`config.mk`:
```
export PLATFORM = sky130hd
export DESIGN_NAME = decode_sb_flat
export DESIGN_NICKNAME = d
export VERILOG_FILES = /design/src/rtl/decode_sb_if.sv /design/src/rtl/decode_sb.sv /design/src/flat_wrapper.sv
export SDC_FILE = /design/constraint.sdc
export NUM_CORES = 1
export LEC_CHECK = 0
export ABC_CLOCK_PERIOD_IN_PS = 3900
export BUFFER_PORTS_ARGS = -buffer_cell sky130_fd_sc_hd__buf_2
export CAP_MARGIN = 20
export CORE_AREA = 3 3 174 176
export DETAILED_ROUTE_END_ITERATION = 16
export DIE_AREA = 0 0 177 179
export HOLD_SLACK_MARGIN = 0.06
export PLACE_DENSITY_LB_ADDON = 0.1
export SLEW_MARGIN = 20
export SYNTH_ARGS = -nofsm -noshare
export SYNTH_HDL_FRONTEND = slang
export SYNTH_SLANG_ARGS = --single-unit
```
`constraint.sdc`:
```
create_clock -name clk -period 3.9 [get_ports clk]
set_input_delay 0.975 -clock clk [delete_from_list [all_inputs] [get_ports clk]]
set_output_delay 0.975 -clock clk [all_outputs]
set_load 0.02 [all_outputs]
```
`src/rtl/decode_sb_if.sv`:
```
// Fetch-to-decode handshake: instruction valid/ready with its PC and encoding.
interface decode_sb_if #(
    parameter int XLEN = 32
);
    logic            valid_i;
    logic            ready_o;
    logic [XLEN-1:0] pc_i;
    logic [31:0]     inst_i;

    modport master (output valid_i, pc_i, inst_i, input ready_o);
    modport slave  (input valid_i, pc_i, inst_i, output ready_o);
endinterface

```
`src/rtl/decode_sb.sv`:
```
// Decode/issue stage: format decode, immediate generation, operand read with
// optional writeback bypass, and a destination scoreboard that stalls on RAW hazards.
module decode_sb #(
    parameter int XLEN   = 32,
    parameter int NREG   = 32,
    parameter int NWB    = 2,
    parameter int BYPASS = 1,
    localparam int RW    = $clog2(NREG)
) (
    input  logic              clk,
    input  logic              rst_n,
    decode_sb_if.slave        fe,
    output logic [RW-1:0]     r0num_o,
    output logic [RW-1:0]     r1num_o,
    input  logic [XLEN-1:0]   r0data_i,
    input  logic [XLEN-1:0]   r1data_i,
    input  logic [NWB-1:0]    wb_valid_i,
    input  logic [NWB*RW-1:0] wb_rd_i,
    input  logic [NWB*XLEN-1:0] wb_data_i,
    input  logic              flush_i,
    output logic              valid_ro,
    input  logic              ready_i,
    output logic [XLEN-1:0]   pc_ro,
    output logic [31:0]       inst_ro,
    output logic [XLEN-1:0]   rs1data_ro,
    output logic [XLEN-1:0]   rs2data_ro,
    output logic [XLEN-1:0]   imm_ro,
    output logic [RW-1:0]     rd_ro,
    output logic              rdwe_ro,
    output logic [NREG-1:0]   busy_o,
    output logic [31:0]       stall_cnt_o
);
    localparam logic [6:0] OP_OP     = 7'b0110011;
    localparam logic [6:0] OP_OPIMM  = 7'b0010011;
    localparam logic [6:0] OP_JALR   = 7'b1100111;
    localparam logic [6:0] OP_LOAD   = 7'b0000011;
    localparam logic [6:0] OP_STORE  = 7'b0100011;
    localparam logic [6:0] OP_BRANCH = 7'b1100011;
    localparam logic [6:0] OP_LUI    = 7'b0110111;
    localparam logic [6:0] OP_AUIPC  = 7'b0010111;
    localparam logic [6:0] OP_JAL    = 7'b1101111;
    localparam bit BYPASS_EN = (BYPASS != 0);

    logic            valid_q, valid_d;
    logic [XLEN-1:0] pc_q, pc_d, rs1_q, rs1_d, rs2_q, rs2_d, imm_q, imm_d;
    logic [31:0]     inst_q, inst_d, stall_q, stall_d;
    logic [RW-1:0]   rd_q, rd_d;
    logic            rdwe_q, rdwe_d;
    logic [NREG-1:0] busy_q, busy_d;

    logic [31:0]     inst, imm32;
    logic [RW-1:0]   rs1, rs2, rd;
    logic            is_r, is_i, is_s, is_b, is_u, is_j;
    logic            use1, use2, rdwe, cov1, cov2, haz, cke, ready, issue;
    logic [XLEN-1:0] byp1, byp2;

    always_comb begin
        inst  = fe.inst_i;
        rs1   = inst[15 +: RW];
        rs2   = inst[20 +: RW];
        rd    = inst[7 +: RW];
        is_r  = (inst[6:0] == OP_OP);
        is_i  = (inst[6:0] == OP_OPIMM) || (inst[6:0] == OP_JALR) || (inst[6:0] == OP_LOAD);
        is_s  = (inst[6:0] == OP_STORE);
        is_b  = (inst[6:0] == OP_BRANCH);
        is_u  = (inst[6:0] == OP_LUI) || (inst[6:0] == OP_AUIPC);
        is_j  = (inst[6:0] == OP_JAL);
        use1  = is_r | is_i | is_s | is_b;
        use2  = is_r | is_s | is_b;
        rdwe  = (is_r | is_i | is_u | is_j) && (rd != '0);

        imm32 = 32'h0;
        if (is_i) imm32 = {{20{inst[31]}}, inst[31:20]};
        if (is_s) imm32 = {{20{inst[31]}}, inst[31:25], inst[11:7]};
        if (is_b) imm32 = {{19{inst[31]}}, inst[31], inst[7], inst[30:25], inst[11:8], 1'b0};
        if (is_u) imm32 = {inst[31:12], 12'h000};
        if (is_j) imm32 = {{11{inst[31]}}, inst[31], inst[19:12], inst[20], inst[30:21], 1'b0};

        // Walk ports high to low so the lowest-index match ends up selected.
        cov1 = 1'b0;
        cov2 = 1'b0;
        byp1 = '0;
        byp2 = '0;
        for (int k = NWB - 1; k >= 0; k--) begin
            if (wb_valid_i[k] && (wb_rd_i[k*RW +: RW] == rs1)) begin
                cov1 = 1'b1;
                byp1 = wb_data_i[k*XLEN +: XLEN];
            end
            if (wb_valid_i[k] && (wb_rd_i[k*RW +: RW] == rs2)) begin
                cov2 = 1'b1;
                byp2 = wb_data_i[k*XLEN +: XLEN];
            end
        end

        haz   = (use1 && (rs1 != '0) && busy_q[rs1] && (!BYPASS_EN || !cov1)) ||
                (use2 && (rs2 != '0) && busy_q[rs2] && (!BYPASS_EN || !cov2));
        cke   = !valid_q || ready_i;
        ready = cke && !haz && !flush_i;
        issue = fe.valid_i && ready;

        valid_d = valid_q;
        pc_d    = pc_q;
        inst_d  = inst_q;
        rs1_d   = rs1_q;
        rs2_d   = rs2_q;
        imm_d   = imm_q;
        rd_d    = rd_q;
        rdwe_d  = rdwe_q;
        stall_d = stall_q;
        busy_d  = busy_q;

        if (flush_i)  valid_d = 1'b0;
        else if (cke) valid_d = issue;

        if (issue) begin
            pc_d   = fe.pc_i;
            inst_d = inst;
            rs1_d  = (rs1 == '0) ? '0 : (BYPASS_EN && cov1) ? byp1 : r0data_i;
            rs2_d  = (rs2 == '0) ? '0 : (BYPASS_EN && cov2) ? byp2 : r1data_i;
            imm_d  = XLEN'($signed(imm32));
            rd_d   = rd;
            rdwe_d = rdwe;
        end

        if (fe.valid_i && cke && haz && !flush_i) stall_d = stall_q + 32'd1;

        for (int k = 0; k < NWB; k++)
            if (wb_valid_i[k]) busy_d[wb_rd_i[k*RW +: RW]] = 1'b0;
        // A flushed instruction never writes back, so its reservation is dropped here.
        if (flush_i && valid_q && rdwe_q) busy_d[rd_q] = 1'b0;
        if (issue && rdwe) busy_d[rd] = 1'b1;
        busy_d[0] = 1'b0;
    end

    always_ff @(posedge clk or negedge rst_n) begin
        if (!rst_n) begin
            valid_q <= 1'b0;
            pc_q    <= '0;
            inst_q  <= '0;
            rs1_q   <= '0;
            rs2_q   <= '0;
            imm_q   <= '0;
            rd_q    <= '0;
            rdwe_q  <= 1'b0;
            busy_q  <= '0;
            stall_q <= '0;
        end else begin
            valid_q <= valid_d;
            pc_q    <= pc_d;
            inst_q  <= inst_d;
            rs1_q   <= rs1_d;
            rs2_q   <= rs2_d;
            imm_q   <= imm_d;
            rd_q    <= rd_d;
            rdwe_q  <= rdwe_d;
            busy_q  <= busy_d;
            stall_q <= stall_d;
        end
    end

    assign fe.ready_o   = ready;
    assign r0num_o      = rs1;
    assign r1num_o      = rs2;
    assign valid_ro     = valid_q;
    assign pc_ro        = pc_q;
    assign inst_ro      = inst_q;
    assign rs1data_ro   = rs1_q;
    assign rs2data_ro   = rs2_q;
    assign imm_ro       = imm_q;
    assign rd_ro        = rd_q;
    assign rdwe_ro      = rdwe_q;
    assign busy_o       = busy_q;
    assign stall_cnt_o  = stall_q;
endmodule

```
`src/flat_wrapper.sv`:
```
// flat-port wrapper written by rule: the top's interface ports become plain ports
module decode_sb_flat 
#(
    parameter int XLEN   = 32,
    parameter int NREG   = 32,
    parameter int NWB    = 2,
    parameter int BYPASS = 1,
    localparam int RW    = $clog2(NREG)
)
  (clk, rst_n, r0num_o, r1num_o, r0data_i, r1data_i, wb_valid_i, wb_rd_i, wb_data_i, flush_i, valid_ro, ready_i, pc_ro, inst_ro, rs1data_ro, rs2data_ro, imm_ro, rd_ro, rdwe_ro, busy_o, stall_cnt_o, fe_valid_i, fe_pc_i, fe_inst_i, fe_ready_o);
  decode_sb_if #(.XLEN(XLEN)) fe_i ();
  input  logic clk;
  input  logic rst_n;
  output logic [RW-1:0] r0num_o;
  output logic [RW-1:0] r1num_o;
  input  logic [XLEN-1:0] r0data_i;
  input  logic [XLEN-1:0] r1data_i;
  input  logic [NWB-1:0] wb_valid_i;
  input  logic [NWB*RW-1:0] wb_rd_i;
  input  logic [NWB*XLEN-1:0] wb_data_i;
  input  logic flush_i;
  output logic valid_ro;
  input  logic ready_i;
  output logic [XLEN-1:0] pc_ro;
  output logic [31:0] inst_ro;
  output logic [XLEN-1:0] rs1data_ro;
  output logic [XLEN-1:0] rs2data_ro;
  output logic [XLEN-1:0] imm_ro;
  output logic [RW-1:0] rd_ro;
  output logic rdwe_ro;
  output logic [NREG-1:0] busy_o;
  output logic [31:0] stall_cnt_o;
  input wire logic [$bits(fe_i.valid_i)-1:0] fe_valid_i;
  input wire logic [$bits(fe_i.pc_i)-1:0] fe_pc_i;
  input wire logic [$bits(fe_i.inst_i)-1:0] fe_inst_i;
  output wire logic [$bits(fe_i.ready_o)-1:0] fe_ready_o;
  assign fe_i.valid_i = fe_valid_i;
  assign fe_i.pc_i = fe_pc_i;
  assign fe_i.inst_i = fe_inst_i;
  assign fe_ready_o = fe_i.ready_o;
  decode_sb #(.XLEN(XLEN), .NREG(NREG), .NWB(NWB), .BYPASS(BYPASS)) u_core (.clk(clk), .rst_n(rst_n), .fe(fe_i), .r0num_o(r0num_o), .r1num_o(r1num_o), .r0data_i(r0data_i), .r1data_i(r1data_i), .wb_valid_i(wb_valid_i), .wb_rd_i(wb_rd_i), .wb_data_i(wb_data_i), .flush_i(flush_i), .valid_ro(valid_ro), .ready_i(ready_i), .pc_ro(pc_ro), .inst_ro(inst_ro), .rs1data_ro(rs1data_ro), .rs2data_ro(rs2data_ro), .imm_ro(imm_ro), .rd_ro(rd_ro), .rdwe_ro(rdwe_ro), .busy_o(busy_o), .stall_cnt_o(stall_cnt_o));
endmodule
```
==> impl_metrics.yaml <==
pwr:
  power_density_nw_per_um2: 433.1
  leakagePower_nw: 7.467
  vdd_drop_max_mv: 0.3360
yosys:
  yosys.area_share.adder: 0.001034
  ys.warnings.count: 0
  syn_avg_cell_area_um2: 10.09
  synth.area.mux_share: 0.1477
  synth_top_area_cell: "dfrtp_1"
  synth_edf_count: 0
  ys_top_cells_by_area: "dfrtp_1 (47%), mux2_2 (6.3%), mux2i_1 (6.2%), nand2_1 (5.9%), o211ai_1 (5.9%)"
  yosysUniqueCellTypes: 53
  synth_top_family_by_area: "compound AO/OA/AOI/OAI gates"
  yosys_most_used_dff: "dfrtp_1"
  synth-xor-area-share: 0.03693
  synth-compound-area-share: 0.1529
  yosys.area_share.simple: 0.1460
  synthArstFlopShare: 1.000
  seq_area_frac_synth: 0.4655
  syn_nets: 1409
  syn_inst: 1199
  synth_top_area_frac: 0.4655
  ys_ff_latch: 225
  synthesis.area_um2: 12100
routing:
  wl_met2_um: 19930
  dr.pass1.iters: 6
  wl_per_cell_um: 20.74
  route.detailed.drc: 0
  num_vias: 10850
  dr_wl_met3_um: 2994
  viasPerCell: 5.431
  drtIter0Drc: 753
  drt-met1-wl_um: 17370
  highest_layer: "met5"
  drt-total-wl_um: 41410
  ant_nets: 0
cells_and_area:
  utilization: 0.5372
  layout-drive-gt1-share: 0.3849
  area.growth.synth_to_final_pct: 27.80
  final_area_um2: 15460
  nets: 1804
  final_cell_mix: "buf_2 (447), dfrtp_1 (225), nand2_1 (190), o21ai_0 (132), o211ai_1 (95)"
  layout_commonest_cell: "buf_2"
  fin_cells: 1997
placement:
  gp_congestion: 0.8683
  portBuffers: 449
  place_area_um2: 14580
  dp_hpwl_um: 30690
  placed_cells: 1950
floorplan:
  core_area_um2: 28780
  die_h_um: 179
  die_w_um: 177
  die-area_um2: 31680
  start_util: 0.4203
  ios: 451
  rows: 62
timing:
  fin_skew_ns: 0.01393
  max_freq_ghz: 0.2681
  fin_crit_sh: 0.9562
  min_period_ns: 3.729
  setup_viol: 0
  final_max_slew_viol_count: 0
  tns_ns: 0
  max_slew_margin: 0.2843
  hold_viol_final: 0
  rsz0062_at_grt: "no"
  tightest_slew_ns: 1.071
worst_setup_path:
  rr_worst_depth: 9
  crit_required_ns: 2.92
  r2r_start: "u_core.busy_o[20]"
  cp-start-kind: "primary input"
  crit_fanout: 8
  reg2reg_to: "u_core.rs2data_ro[18]"
  r2r_slack_ns: 1.12
  critPathKind: "primary input to output pin"
  cp.arrival_ns: 2.75
  endpoint_kind: "output pin"
clocking:
  cts_root_buffer: "clkbuf_16"
  clk_latency_ns: 0.54
  ctsHtreeMaxLevel: 1
  post-cts-setup-buffers: 0
  clkSinkCount: 225
  cts_tree: "done"
  path_clk_slew_ns: 0.06
  numCtsBuffers: 26
  cts.path.max_buffers: 3
global_routing:
  grt_remaining_overflow: 0
  grt_max_degree: 84
  antenna_found_initial: 3
  grt_pass1_wl_um: 62530
  grt_pass1_vias: 10820
  grt_usage: 0.2517
worst_hold_path:
  hold_path_class: "primary input to async pin"
status:
  status: "finished, final reports clean"
run:
  maxCapViolations: 0
cell usage after synthesis (all sizes together) (5+ instances only):
| master | number |
|---|---|
| a21oi | 22 |
| a22oi | 36 |
| and3 | 13 |
| and3b | 5 |
| buf | 68 |
| clkbuf | 44 |
| dfrtp | 225 |
| inv | 5 |
| mux2 | 68 |
| mux2i | 75 |
| mux4 | 12 |
| nand2 | 190 |
| nand2b | 7 |
| nand3 | 25 |
| nand3b | 12 |
| nand4 | 8 |
| nor2 | 30 |
| nor2b | 5 |
| nor3 | 12 |
| nor3b | 8 |
| nor4 | 11 |
| o211ai | 95 |
| o21ai | 132 |
| or3 | 5 |
| xnor2 | 13 |
| xor2 | 38 |
how the worst max path moves through the flow:
| stage | start | to | slack, ns | depth (start not counted) |
|---|---|---|---|---|
| 2_1_floorplan | fe_inst_i[20] | fe_ready_o | 0.09 | 8 |
| 3_3_place_gp | fe_inst_i[15] | fe_ready_o | 0.15 | 8 |
| 3_5_place_dp | fe_inst_i[15] | fe_ready_o | 0.13 | 8 |
| 4_1_cts | fe_inst_i[15] | fe_ready_o | 0.12 | 8 |
| 5_1_grt | fe_inst_i[20] | fe_ready_o | 0.007 | 9 |
| 6_report | fe_inst_i[20] | fe_ready_o | 0.17 | 9 |
sequential cells by signal, indices dropped and copies added, names as in the netlist, 4 cells and up:
name	count
u_core.imm_ro	32
u_core.inst_ro	28
u_core.pc_ro	32
u_core.rs2data_ro	32
u_core.rd_ro	4
u_core.rs1data_ro	32
u_core.stall_cnt_o	32
u_core.busy_o	31
layer usage:
layer	vias up	GRT usage
li1	5108	-
met1	5212	0.3377
met2	460	0.4123
met3	63	0.05188
met4	2	0.07660
met5	-	0
cell type report:
type | count | area (um^2)
fillers | 2687 | 13320
multi-input cells | 857 | 5889
flip-flops and latches | 225 | 5630
repair buffers | 479 | 2560
clock buffers | 35 | 734.5
well taps | 384 | 480.5
clock inverters | 10 | 141.4
inverters | 5 | 18.77
diodes | 2 | 5.005
metrics by stage:
step | hold slack, ns | setup WS, ns | total power [mW]
2_1_floorplan | 0.5777 | 0.09057 | 3.622
3_3_place_gp | 0.4573 | 0.1529 | 4.240
3_5_place_dp | 0.4645 | 0.1257 | 4.262
4_1_cts | 0.4050 | 0.1239 | 6.788
5_1_grt | 0.4132 | 0.007448 | 7.017
6_report | 0.3874 | 0.1707 | 6.695
critical path, stage by stage:
cell      delay, ns
buf_2          0.24
buf_4          0.24
or3_1          0.14
a21oi_1        0.04
nor4_1         0.45
nand4b_1       0.19
o22ai_1        0.22
nor3_1         0.08
buf_2          0.17
logic make-up (layout without fill, tap and decap cells):
group                    after synthesis  after routing
adder cells (fa/ha/maj)                1              1
other                                  1              3
XOR/XNOR                              51             51
multiplexers                         155            155
AND/OR/NAND/NOR                      353            353
AO/OA/AOI/OAI                        296            296
flip-flops                           225            225
buffers and inverters                117            529
repair_timing:
item                       CTS  global route
hold buffers                 0             0
resized for setup            0             1
setup endpoints to repair    0             1
report_power, final:
part	switching, mW	internal, mW
Clock	0.974	1.51
Sequential	0.158	2.60
Combinational	0.919	0.537
Note: power is estimated with default switching activity, not from simulation.
